==> src/rtl/cop0_unit_pkg.sv <==
// Shared CP0 definitions: register numbers, instruction field codes,
// exception codes, register bit positions and controller state encoding.
package cp0_defs;

  localparam logic [4:0] CP0_STATUS = 5'd12;
  localparam logic [4:0] CP0_CAUSE  = 5'd13;
  localparam logic [4:0] CP0_EPC    = 5'd14;

  localparam logic [4:0] RS_MFC0 = 5'b00000;
  localparam logic [4:0] RS_MTC0 = 5'b00100;
  localparam logic [4:0] RS_ERET = 5'b10000;
  localparam logic [5:0] FUNC_ERET = 6'b011000;

  localparam logic [4:0] EXC_INT = 5'd0;
  localparam logic [4:0] EXC_SYS = 5'd8;

  localparam int STATUS_IE_BIT = 0;
  localparam int IRQ_LSB       = 8;
  localparam int EXC_LSB       = 2;

  localparam logic [0:0] ST_RUN     = 1'b0;
  localparam logic [0:0] ST_HANDLER = 1'b1;

  typedef struct packed {
    logic mtc0;
    logic eret;
    logic syscall;
  } cop0_op_t;

  // Only committing instructions (en = 1) produce an operation.
  function automatic cop0_op_t decode_op(input logic       en,
                                         input logic       iscop0,
                                         input logic       issyscall,
                                         input logic [4:0] rs,
                                         input logic [5:0] func);
    cop0_op_t op;
    op.mtc0    = en & iscop0 & (rs == RS_MTC0);
    op.eret    = en & iscop0 & (rs == RS_ERET) & (func == FUNC_ERET);
    op.syscall = en & issyscall;
    return op;
  endfunction

endpackage

==> src/rtl/cop0_unit_if.sv <==
// Core-side connection of the CP0 responder: decoded instruction fields in,
// read data and PC override out.
interface cop0_unit_if #(parameter int N_IRQ = 3);
  logic              en;
  logic              iscop0;
  logic              issyscall;
  logic [4:0]        cop0_rs;
  logic [4:0]        cop0_rd;
  logic [5:0]        func;
  logic [31:0]       pc;
  logic [31:0]       rt_data;
  logic [N_IRQ-1:0]  irq;
  logic [31:0]       cp0_rdata;
  logic              redirect;
  logic [31:0]       redirect_pc;
  logic              kill;
  logic              in_handler;
  logic [31:0]       epc;

  modport master (
    output en, iscop0, issyscall, cop0_rs, cop0_rd, func, pc, rt_data, irq,
    input  cp0_rdata, redirect, redirect_pc, kill, in_handler, epc
  );

  modport slave (
    input  en, iscop0, issyscall, cop0_rs, cop0_rd, func, pc, rt_data, irq,
    output cp0_rdata, redirect, redirect_pc, kill, in_handler, epc
  );
endinterface

==> src/rtl/cop0_unit_irq_pri_enc.sv <==
// Masked fixed-priority encoder for pending interrupt lines; the lowest
// index wins and is reported one-hot on sel.
module irq_pri_enc #(
  parameter int N = 3
) (
  input  logic [N-1:0] req,
  input  logic [N-1:0] mask,
  output logic         any,
  output logic [N-1:0] sel
);

  logic [N-1:0] pend;

  assign pend = req & mask;
  assign any  = |pend;

  for (genvar gi = 0; gi < N; gi++) begin : g_sel
    if (gi == 0) begin : g_first
      assign sel[gi] = pend[gi];
    end else begin : g_rest
      assign sel[gi] = pend[gi] & ~(|pend[gi-1:0]);
    end
  end

endmodule

==> src/rtl/cop0_unit.sv <==
// Coprocessor-0 responder: Status/Cause/EPC, mfc0/mtc0/eret, and syscall or
// interrupt entry at instruction boundaries via a PC redirect.
module cop0_unit
  import cp0_defs::*;
#(
  parameter logic [31:0] HANDLER_ADDR = 32'h0000_0800,
  parameter int          N_IRQ        = 3
) (
  input  logic       clk,
  input  logic       rst,
  cop0_unit_if.slave bus
);

  logic              status_ie_reg, status_ie_next;
  logic [N_IRQ-1:0]  status_im_reg, status_im_next;
  logic [N_IRQ-1:0]  cause_ip_reg,  cause_ip_next;
  logic [4:0]        cause_exc_reg, cause_exc_next;
  logic [31:0]       epc_reg,       epc_next;
  logic [0:0]        state_reg,     state_next;

  logic [N_IRQ-1:0]  ip_clr;
  logic              irq_any;
  logic [N_IRQ-1:0]  irq_sel;
  cop0_op_t          op;
  logic              take_sys;
  logic              take_int;
  logic              do_eret;
  logic [31:0]       status_word;
  logic [31:0]       cause_word;

  assign op = decode_op(bus.en, bus.iscop0, bus.issyscall, bus.cop0_rs, bus.func);

  irq_pri_enc #(.N(N_IRQ)) u_pri_enc (
    .req  (cause_ip_reg),
    .mask (status_im_reg),
    .any  (irq_any),
    .sel  (irq_sel)
  );

  // Interrupts only break in on ordinary instructions so a cop0 or syscall
  // instruction never loses its own side effects.
  assign take_sys = op.syscall & (state_reg == ST_RUN);
  assign take_int = bus.en & (state_reg == ST_RUN) & status_ie_reg & irq_any
                    & ~bus.issyscall & ~bus.iscop0;
  assign do_eret  = op.eret;

  always_comb begin
    status_ie_next = status_ie_reg;
    status_im_next = status_im_reg;
    cause_exc_next = cause_exc_reg;
    epc_next       = epc_reg;
    state_next     = state_reg;
    ip_clr         = '0;

    if (op.mtc0) begin
      case (bus.cop0_rd)
        CP0_STATUS: begin
          status_ie_next = bus.rt_data[STATUS_IE_BIT];
          status_im_next = bus.rt_data[IRQ_LSB +: N_IRQ];
        end
        CP0_CAUSE: ip_clr   = ~bus.rt_data[IRQ_LSB +: N_IRQ];
        CP0_EPC:   epc_next = bus.rt_data;
        default: ;
      endcase
    end

    if (take_sys) begin
      epc_next       = bus.pc + 32'd4;
      cause_exc_next = EXC_SYS;
      status_ie_next = 1'b0;
      state_next     = ST_HANDLER;
    end else if (take_int) begin
      epc_next       = bus.pc;
      cause_exc_next = EXC_INT;
      status_ie_next = 1'b0;
      state_next     = ST_HANDLER;
      ip_clr         = irq_sel;
    end else if (do_eret) begin
      status_ie_next = 1'b1;
      state_next     = ST_RUN;
    end

    // A line still asserted keeps its pending bit even when cleared this cycle.
    cause_ip_next = (cause_ip_reg & ~ip_clr) | bus.irq;
  end

  always_ff @(posedge clk) begin
    if (rst) begin
      status_ie_reg <= 1'b0;
      status_im_reg <= '1;
      cause_ip_reg  <= '0;
      cause_exc_reg <= EXC_INT;
      epc_reg       <= '0;
      state_reg     <= ST_RUN;
    end else begin
      status_ie_reg <= status_ie_next;
      status_im_reg <= status_im_next;
      cause_ip_reg  <= cause_ip_next;
      cause_exc_reg <= cause_exc_next;
      epc_reg       <= epc_next;
      state_reg     <= state_next;
    end
  end

  always_comb begin
    status_word                = '0;
    status_word[STATUS_IE_BIT] = status_ie_reg;
    status_word[IRQ_LSB +: N_IRQ] = status_im_reg;
    cause_word                 = '0;
    cause_word[IRQ_LSB +: N_IRQ]  = cause_ip_reg;
    cause_word[EXC_LSB +: 5]   = cause_exc_reg;
  end

  always_comb begin
    case (bus.cop0_rd)
      CP0_STATUS: bus.cp0_rdata = status_word;
      CP0_CAUSE:  bus.cp0_rdata = cause_word;
      CP0_EPC:    bus.cp0_rdata = epc_reg;
      default:    bus.cp0_rdata = 32'h0;
    endcase
  end

  assign bus.redirect    = take_sys | take_int | do_eret;
  assign bus.redirect_pc = (take_sys | take_int) ? HANDLER_ADDR : epc_reg;
  assign bus.kill        = take_int;
  assign bus.in_handler  = (state_reg == ST_HANDLER);
  assign bus.epc         = epc_reg;

endmodule
==> src/flat_wrapper.sv <==
// flat-port wrapper written by rule: the top's interface ports become plain ports
module cop0_unit_flat import cp0_defs::*;
#(
  parameter logic [31:0] HANDLER_ADDR = 32'h0000_0800,
  parameter int          N_IRQ        = 3
)
  (clk, rst, bus_en, bus_iscop0, bus_issyscall, bus_cop0_rs, bus_cop0_rd, bus_func, bus_pc, bus_rt_data, bus_irq, bus_cp0_rdata, bus_redirect, bus_redirect_pc, bus_kill, bus_in_handler, bus_epc);
  cop0_unit_if #(.N_IRQ(N_IRQ)) bus_i ();
  input  logic clk;
  input  logic rst;
  input wire logic [$bits(bus_i.en)-1:0] bus_en;
  input wire logic [$bits(bus_i.iscop0)-1:0] bus_iscop0;
  input wire logic [$bits(bus_i.issyscall)-1:0] bus_issyscall;
  input wire logic [$bits(bus_i.cop0_rs)-1:0] bus_cop0_rs;
  input wire logic [$bits(bus_i.cop0_rd)-1:0] bus_cop0_rd;
  input wire logic [$bits(bus_i.func)-1:0] bus_func;
  input wire logic [$bits(bus_i.pc)-1:0] bus_pc;
  input wire logic [$bits(bus_i.rt_data)-1:0] bus_rt_data;
  input wire logic [$bits(bus_i.irq)-1:0] bus_irq;
  output wire logic [$bits(bus_i.cp0_rdata)-1:0] bus_cp0_rdata;
  output wire logic [$bits(bus_i.redirect)-1:0] bus_redirect;
  output wire logic [$bits(bus_i.redirect_pc)-1:0] bus_redirect_pc;
  output wire logic [$bits(bus_i.kill)-1:0] bus_kill;
  output wire logic [$bits(bus_i.in_handler)-1:0] bus_in_handler;
  output wire logic [$bits(bus_i.epc)-1:0] bus_epc;
  assign bus_i.en = bus_en;
  assign bus_i.iscop0 = bus_iscop0;
  assign bus_i.issyscall = bus_issyscall;
  assign bus_i.cop0_rs = bus_cop0_rs;
  assign bus_i.cop0_rd = bus_cop0_rd;
  assign bus_i.func = bus_func;
  assign bus_i.pc = bus_pc;
  assign bus_i.rt_data = bus_rt_data;
  assign bus_i.irq = bus_irq;
  assign bus_cp0_rdata = bus_i.cp0_rdata;
  assign bus_redirect = bus_i.redirect;
  assign bus_redirect_pc = bus_i.redirect_pc;
  assign bus_kill = bus_i.kill;
  assign bus_in_handler = bus_i.in_handler;
  assign bus_epc = bus_i.epc;
  cop0_unit #(.HANDLER_ADDR(HANDLER_ADDR), .N_IRQ(N_IRQ)) u_core (.clk(clk), .rst(rst), .bus(bus_i));
endmodule
==> config.mk <==
export PLATFORM = sky130hd
export DESIGN_NAME = cop0_unit_flat
export DESIGN_NICKNAME = d
export VERILOG_FILES = /design/src/rtl/cop0_unit_pkg.sv /design/src/rtl/cop0_unit_if.sv /design/src/rtl/cop0_unit_irq_pri_enc.sv /design/src/rtl/cop0_unit.sv /design/src/flat_wrapper.sv
export SDC_FILE = /design/constraint.sdc
export NUM_CORES = 1
export LEC_CHECK = 0
export CAP_MARGIN = 30
export CORE_ASPECT_RATIO = 1.1
export CORE_MARGIN = 2
export CORE_UTILIZATION = 39
export CTS_CLUSTER_DIAMETER = 60
export DETAILED_ROUTE_END_ITERATION = 12
export PLACE_DENSITY = 0.88
export SLEW_MARGIN = 10
export SYNTH_ARGS = -nofsm -noshare
export SYNTH_HDL_FRONTEND = slang
export SYNTH_SLANG_ARGS = --single-unit
==> constraint.sdc <==
create_clock -name clk -period 2.5 [get_ports clk]
set_input_delay 0.375 -clock clk [delete_from_list [all_inputs] [get_ports clk]]
set_output_delay 0.375 -clock clk [all_outputs]
set_load 0.02 [all_outputs]
==> impl_metrics.yaml <==
status:
  outcome: "complete, no violations"
yosys:
  syn_nets: 525
  synth_edf_count: 0
  ys_top_cells_by_area: "dfxtp_1 26%, and2_1 12%, a311oi_1 6.9%"
  ys_ff_latch: 41
  synth.avg_cell_area_sq_um: 7.29
  synth_flop_cell: "dfxtp_1"
  synth.most_common_cell: "and2_1"
  yosys.area.top_type: "dfxtp_1"
  synth_common_cells: "61 x and2_1, 55 x nor2_1, 41 x dfxtp_1, 39 x o21ai_0, 31 x nand2_1"
  synth-async-reset-ratio_pct: 0
  netlist_area_sq_um: 3180
  yosysSeqAreaShare_pct: 25.8
  ys_warn_count: 0
  synthCells: 436
  yosysUniqueCellTypes: 58
  yosysTopAreaCellShare_pct: 25.8
die:
  coreArea_sq_um: 7910
  die_area_sq_um: 8890
  std_cell_rows: 34
  initial_core_util_pct: 40.2
  die_h_um: 98.7
  pin_count: 187
  die_x_um: 90.1
detailed_routing:
  wl_per_cell_um: 16.6
  drt_iter0_markers: 200
  antenna_left: 0
  drt_first_pass_iters: 5
  totalWireLength_um: 12600
  via_count: 4277
  via_per_inst: 5.62
  drc: 0
pwr:
  power.density_nw_per_um2: 342
  ir_drop_mv: 0.203
  p_leak_nw: 2.29
clocking:
  cts_tree: "done"
  clk_latency_ns: 0.31
  cts_hold_buf: 0
  h-tree-depth: 2
  post_cts_buffers: 0
  cts_sinks: 41
  cts_max_path_buffers: 2
  cts.reportedPaths.clkPinSlew_ns: 0.08
  root_buffer: "clkbuf_8"
  cts_buffers: 5
setup_path:
  r2r_cells: 6
  worstPathMaxFanout: 33
  crit_path_end_kind: "primary output"
  startpoint_type: "input pin"
  cp_data_required_time_ns: 2.12
  critPathKind: "in -> out"
  worstPathArrival_ns: 2.08
placement:
  hpwl_um: 9730
  io_buffers: 186
  place_inst: 753
  finalWeightedCongestion: 0.862
  place_area_sq_um: 5460
final_layout:
  stdcell_count: 761
  antenna_cells: 0
  final_cell_area_sq_um: 5370
  nets: 741
  area_growth_syn_to_layout_pct: 68.9
  largest_reg_flops: 32
  drive_gt1_share_pct: 16.4
  finish.utilization_pct: 67.9
timing:
  slew_violations: 0
  max-slew-margin-rel_pct: 65.8
  setup_violations: 0
  min_period_over_period_pct: 98.2
  max_freq_ghz: 0.407
  tightest_slew_ns: 0.511
  hold_viol_final: 0
  finalWorstPathRequiredPeriod_ns: 2.45
  finClkSkew_ns: 0.0147
  rsz0062_at_grt: "no"
grt:
  overflow: 0
  track_usage_pct: 27.7
  grt_antenna_before_repair: 0
  grt_max_degree: 37
  grt_pass1_vias: 4141
  grt_pass1_wl_um: 20400
min_path:
  min_path_cells: 2
  worst_hold_path_type: "reg -> reg"
flow_run:
  maxCapViolCount: 0
[cell type report]
class,instances,area [sq um]
clock inverters,3,17.5
clock buffers,5,68.8
multi-input cells,357,2200
repair buffers,238,2100
fillers,674,2540
well taps,108,135
inverters,9,33.8
flip-flops and latches,41,821
[metal layers]
metal	part of all wire [%]	GRT usage [%]
met3	7.1	5.05
met5	0	0
met2	49	48.5
met4	2.0	8.40
met1	42	34.7
[cell usage in the layout, fill, tap and decap left out, types with 25 or more instances in the layout]
cell | netlist | final
clkdlybuf4s50_1 | 0 | 119
and2_1 | 61 | 61
nor2_1 | 55 | 55
buf_4 | 0 | 50
dfxtp_1 | 41 | 41
o21ai_0 | 39 | 39
dlygate4sd2_1 | 0 | 32
nand2_1 | 31 | 31
buf_2 | 4 | 31
a311oi_1 | 25 | 25
[what timing repair did]
action,4_1_cts,5_1_grt
resized for setup,165,5
pin swaps,1,1
hold endpoints to repair,0,0
setup endpoints to repair,66,38
[worst max-delay path, cell delays in order]
cell	delay [ns]
clkdlybuf4s50_1	0.43
or3b_4	0.41
o31a_4	0.37
buf_12	0.17
and2_1	0.16
buf_2	0.15
[cells by family (layout without fill, tap and decap cells)]
kind of cell / Yosys count / in the layout / synth area share (%)
simple gates: 226 / 226 / 39.7
compound gates: 119 / 119 / 25.1
flops: 41 / 41 / 25.8
buf+inv: 38 / 255 / 5.59
mux: 8 / 8 / 2.56
xor+xnor: 3 / 3 / 0.827
fa+ha+maj: 1 / 1 / 0.394
[per-stage QoR]
stage | hold WS (ns) | power, mW | setup slack (ns) | TNS, ns
after CTS | 0.510 | 1.84 | 0.0265 | 0
final | 0.514 | 1.83 | 0.0460 | 0
after detailed placement | 0.500 | 1.43 | -0.359 | -15.93
after global placement | 0.469 | 1.41 | -0.363 | -12.94
after floorplan | 0.469 | 1.02 | 0.368 | 0
after global routing | 0.539 | 1.92 | 0.00140 | 0
[report_power, final]
| group | leakage, nW | internal [mW] | switching (mW) |
|---|---|---|---|
| clock network | 0.0439 | 0.193 | 0.257 |
| logic | 1.91 | 0.334 | 0.318 |
| registers | 0.337 | 0.694 | 0.0388 |
[worst paths after layout]
kind	start	end	slack [ns]
worst min register to register	u_core.cause_exc_reg[3]	u_core.cause_exc_reg[3]	0.51
worst max-delay path	bus_issyscall	bus_redirect_pc[30]	0.05
worst min-delay path	u_core.cause_exc_reg[3]	u_core.cause_exc_reg[3]	0.51
worst max register to register	u_core.status_ie_reg	u_core.bus.epc[25]	0.31
Power figures use the tool's default switching activity.
==> RTL edit, RTL diff (config.mk and constraints unchanged) <==
Reset style: asynchronous (`rst`), changed in one clocked block.
--- a/src/rtl/cop0_unit.sv
+++ b/src/rtl/cop0_unit.sv
@@ -84,7 +84,7 @@
     cause_ip_next = (cause_ip_reg & ~ip_clr) | bus.irq;
   end
 
-  always_ff @(posedge clk) begin
+  always_ff @(posedge clk or posedge rst) begin
     if (rst) begin
       status_ie_reg <= 1'b0;
       status_im_reg <= '1;
Formal check against the unedited RTL: differs if rst is asserted again (counterexample within 4 cycles, from zero or initial values and one cycle with rst high); with rst held inactive, the same outputs for 4 cycles.
==> RTL edit against the unedited design <==
  * Worst setup slack improved by 0.00063 ns
  * Sequential cell count did not move
  * Hold slack got worse by 0.075 ns
  * Design area rose by 0.86%
  * First-iteration DRC count rose by 5.5%
  * Via count fell by 1.9%
  * Clock skew fell by 0.0038 ns
  * Final cell count fell by 1.8%
  * Wire length fell by 0.21%
  * Area after synthesis rose by 4.7%
  * Critical path type is now flop to output pin
  * Critical endpoint is now bus_redirect_pc[11]
  * Largest cell class unchanged
  * Highest routed layer unchanged
Power is not compared: it rests on default switching activity, and its combinational part moved more than twofold at a synthesized area within 25%.
==> RTL edit: results (changes against the unedited design) <==
| Metric | Value |
|---|---|
| Outcome | `complete, no violations` |
| Relative max-transition margin | `0.6497 (-0.008699)` |
| Net Count, Synth | `526 (+0.19%)` |
| R2r endpoint | `u_core.bus.epc[23]` |
| First-pass GRT wire length | `20.20 mm (-0.91%)` |
| Crit. Startpoint | `u_core.status_im_reg[0]` |
| Most frequent cells after synthesis | `66 x and2_1, 54 x o21ai_0, 43 x nor2_1` |
| Met1 Track Usage GR | `0.3270 (-0.02024)` |
| RePlAce Congestion | `0.9311 (+8.1%)` |
| Comb group | `approximately 2100 µW` |
| DP Area | `5502 µm² (+0.71%)` |
| CP peak stage delay | `0.57 ns (+0.14 ns)` |
| Met3 wire len | `1.097 mm (+23%)` |
| Slowest-stage cell, CP | `dfstp_2` |
| Post-synth cell types | `57 (-1.7%)` |
| Avg Cell Area, Syn | `7.616 µm² (+4.5%)` |
| Met3 track utilization from global routing | `0.04562 (-0.004834)` |
| DPL Wire Length | `9.657 mm (-0.80%)` |
| Setup ws final | `0.04659 ns (+0.0006319 ns)` |
| Pre-CTS setup slack | `-0.2151 ns (+0.1435 ns)` |
| Share of layout cells above drive strength 1 | `0.1494 (-0.01449)` |
| R2R depth | `8 (+2)` |
| Post-placement cell count | `738 (-2.0%)` |
| Vias per Instance | `5.617 (about the same)` |
| Mux contribution to synthesized area | `0.03459 (+0.008996)` |
| Adder-cell area share of the yosys netlist | `0.003759 (-0.0001776)` |
| Worst-skew pair later-pin latency | `0.29 ns (-0.02 ns)` |
| Compound-Gate Fraction of Synth Area | `0.2293 (-0.02146)` |
| Largest net degree at the start of global routing | `39 (+5.4%)` |
| Sequential cell area fraction in the yosys report | `0.3094 (+0.05113)` |
| Min Hold Slack | `0.4383 ns (-0.07518 ns)` |
| Largest cells by area after synthesis | `dfrtp_1 29%, and2_1 12%, o21ai_0 8.1%` |
| DRT iter0 DRCs | `211 (+5.5%)` |
| GRT Resource Usage Total | `0.2642 (-0.01256)` |
| Cell Pwr Density | `approximately 690 nW/µm²` |
| Clk_skew | `0.01093 ns (-0.003762 ns)` |
| Asr flop ratio synth | `1.000 (+1.000)` |
| Met1 WL | `5.013 mm (-6.1%)` |
| Fin nets | `724 (-2.3%)` |
| Ys flop type | `dfrtp_1` |
| Fillers | `705 (+4.6%)` |
| Crit Path Max Fanout | `38 (+15%)` |
| Detailed-route wire length per cell | `16.84 µm (+1.7%)` |
| WL met2 | `6.285 mm (+2.6%)` |
| Top-area cell type share of the netlist area | `0.2857 (+0.02745)` |
| Synth Area in XOR/XNOR | `0.002632 (-0.005636)` |
| Flop2flop setup slack | `0.45 ns (+0.14 ns)` |
| Worst setup endpoint | `bus_redirect_pc[11]` |
| Via Count | `4196 (-1.9%)` |
RTL edit: cell types whose count changed after synthesis, sizes merged, moves of 5 or more:
cell and delta:
a21oi +12, nor2 -12, a31oi +20, nor2b -5
dfxtp -41, nand2 +5, a311oi -25, dfrtp +38
o21ai +7, a211oi -6
RTL edit: repair_timing:
item,in CTS,in global routing
buffers inserted,0,1
endpoints found under the setup margin,66,31
cloned,0,0
gates resized for setup,69,60
pin swaps,1,2
RTL edit: area by class of cell:
| class | count | share of cell area |
|---|---|---|
| Multi-Input combinational cell | 359 | 0.3983 |
| Timing Repair Buffer | 223 | 0.3637 |
| Sequential cell | 41 | 0.1902 |
| Tap cell | 111 | 0.02565 |
| Clock buffer | 7 | 0.01779 |
| Inverter | 5 | 0.003466 |
| Clock inverter | 1 | 0.0009242 |
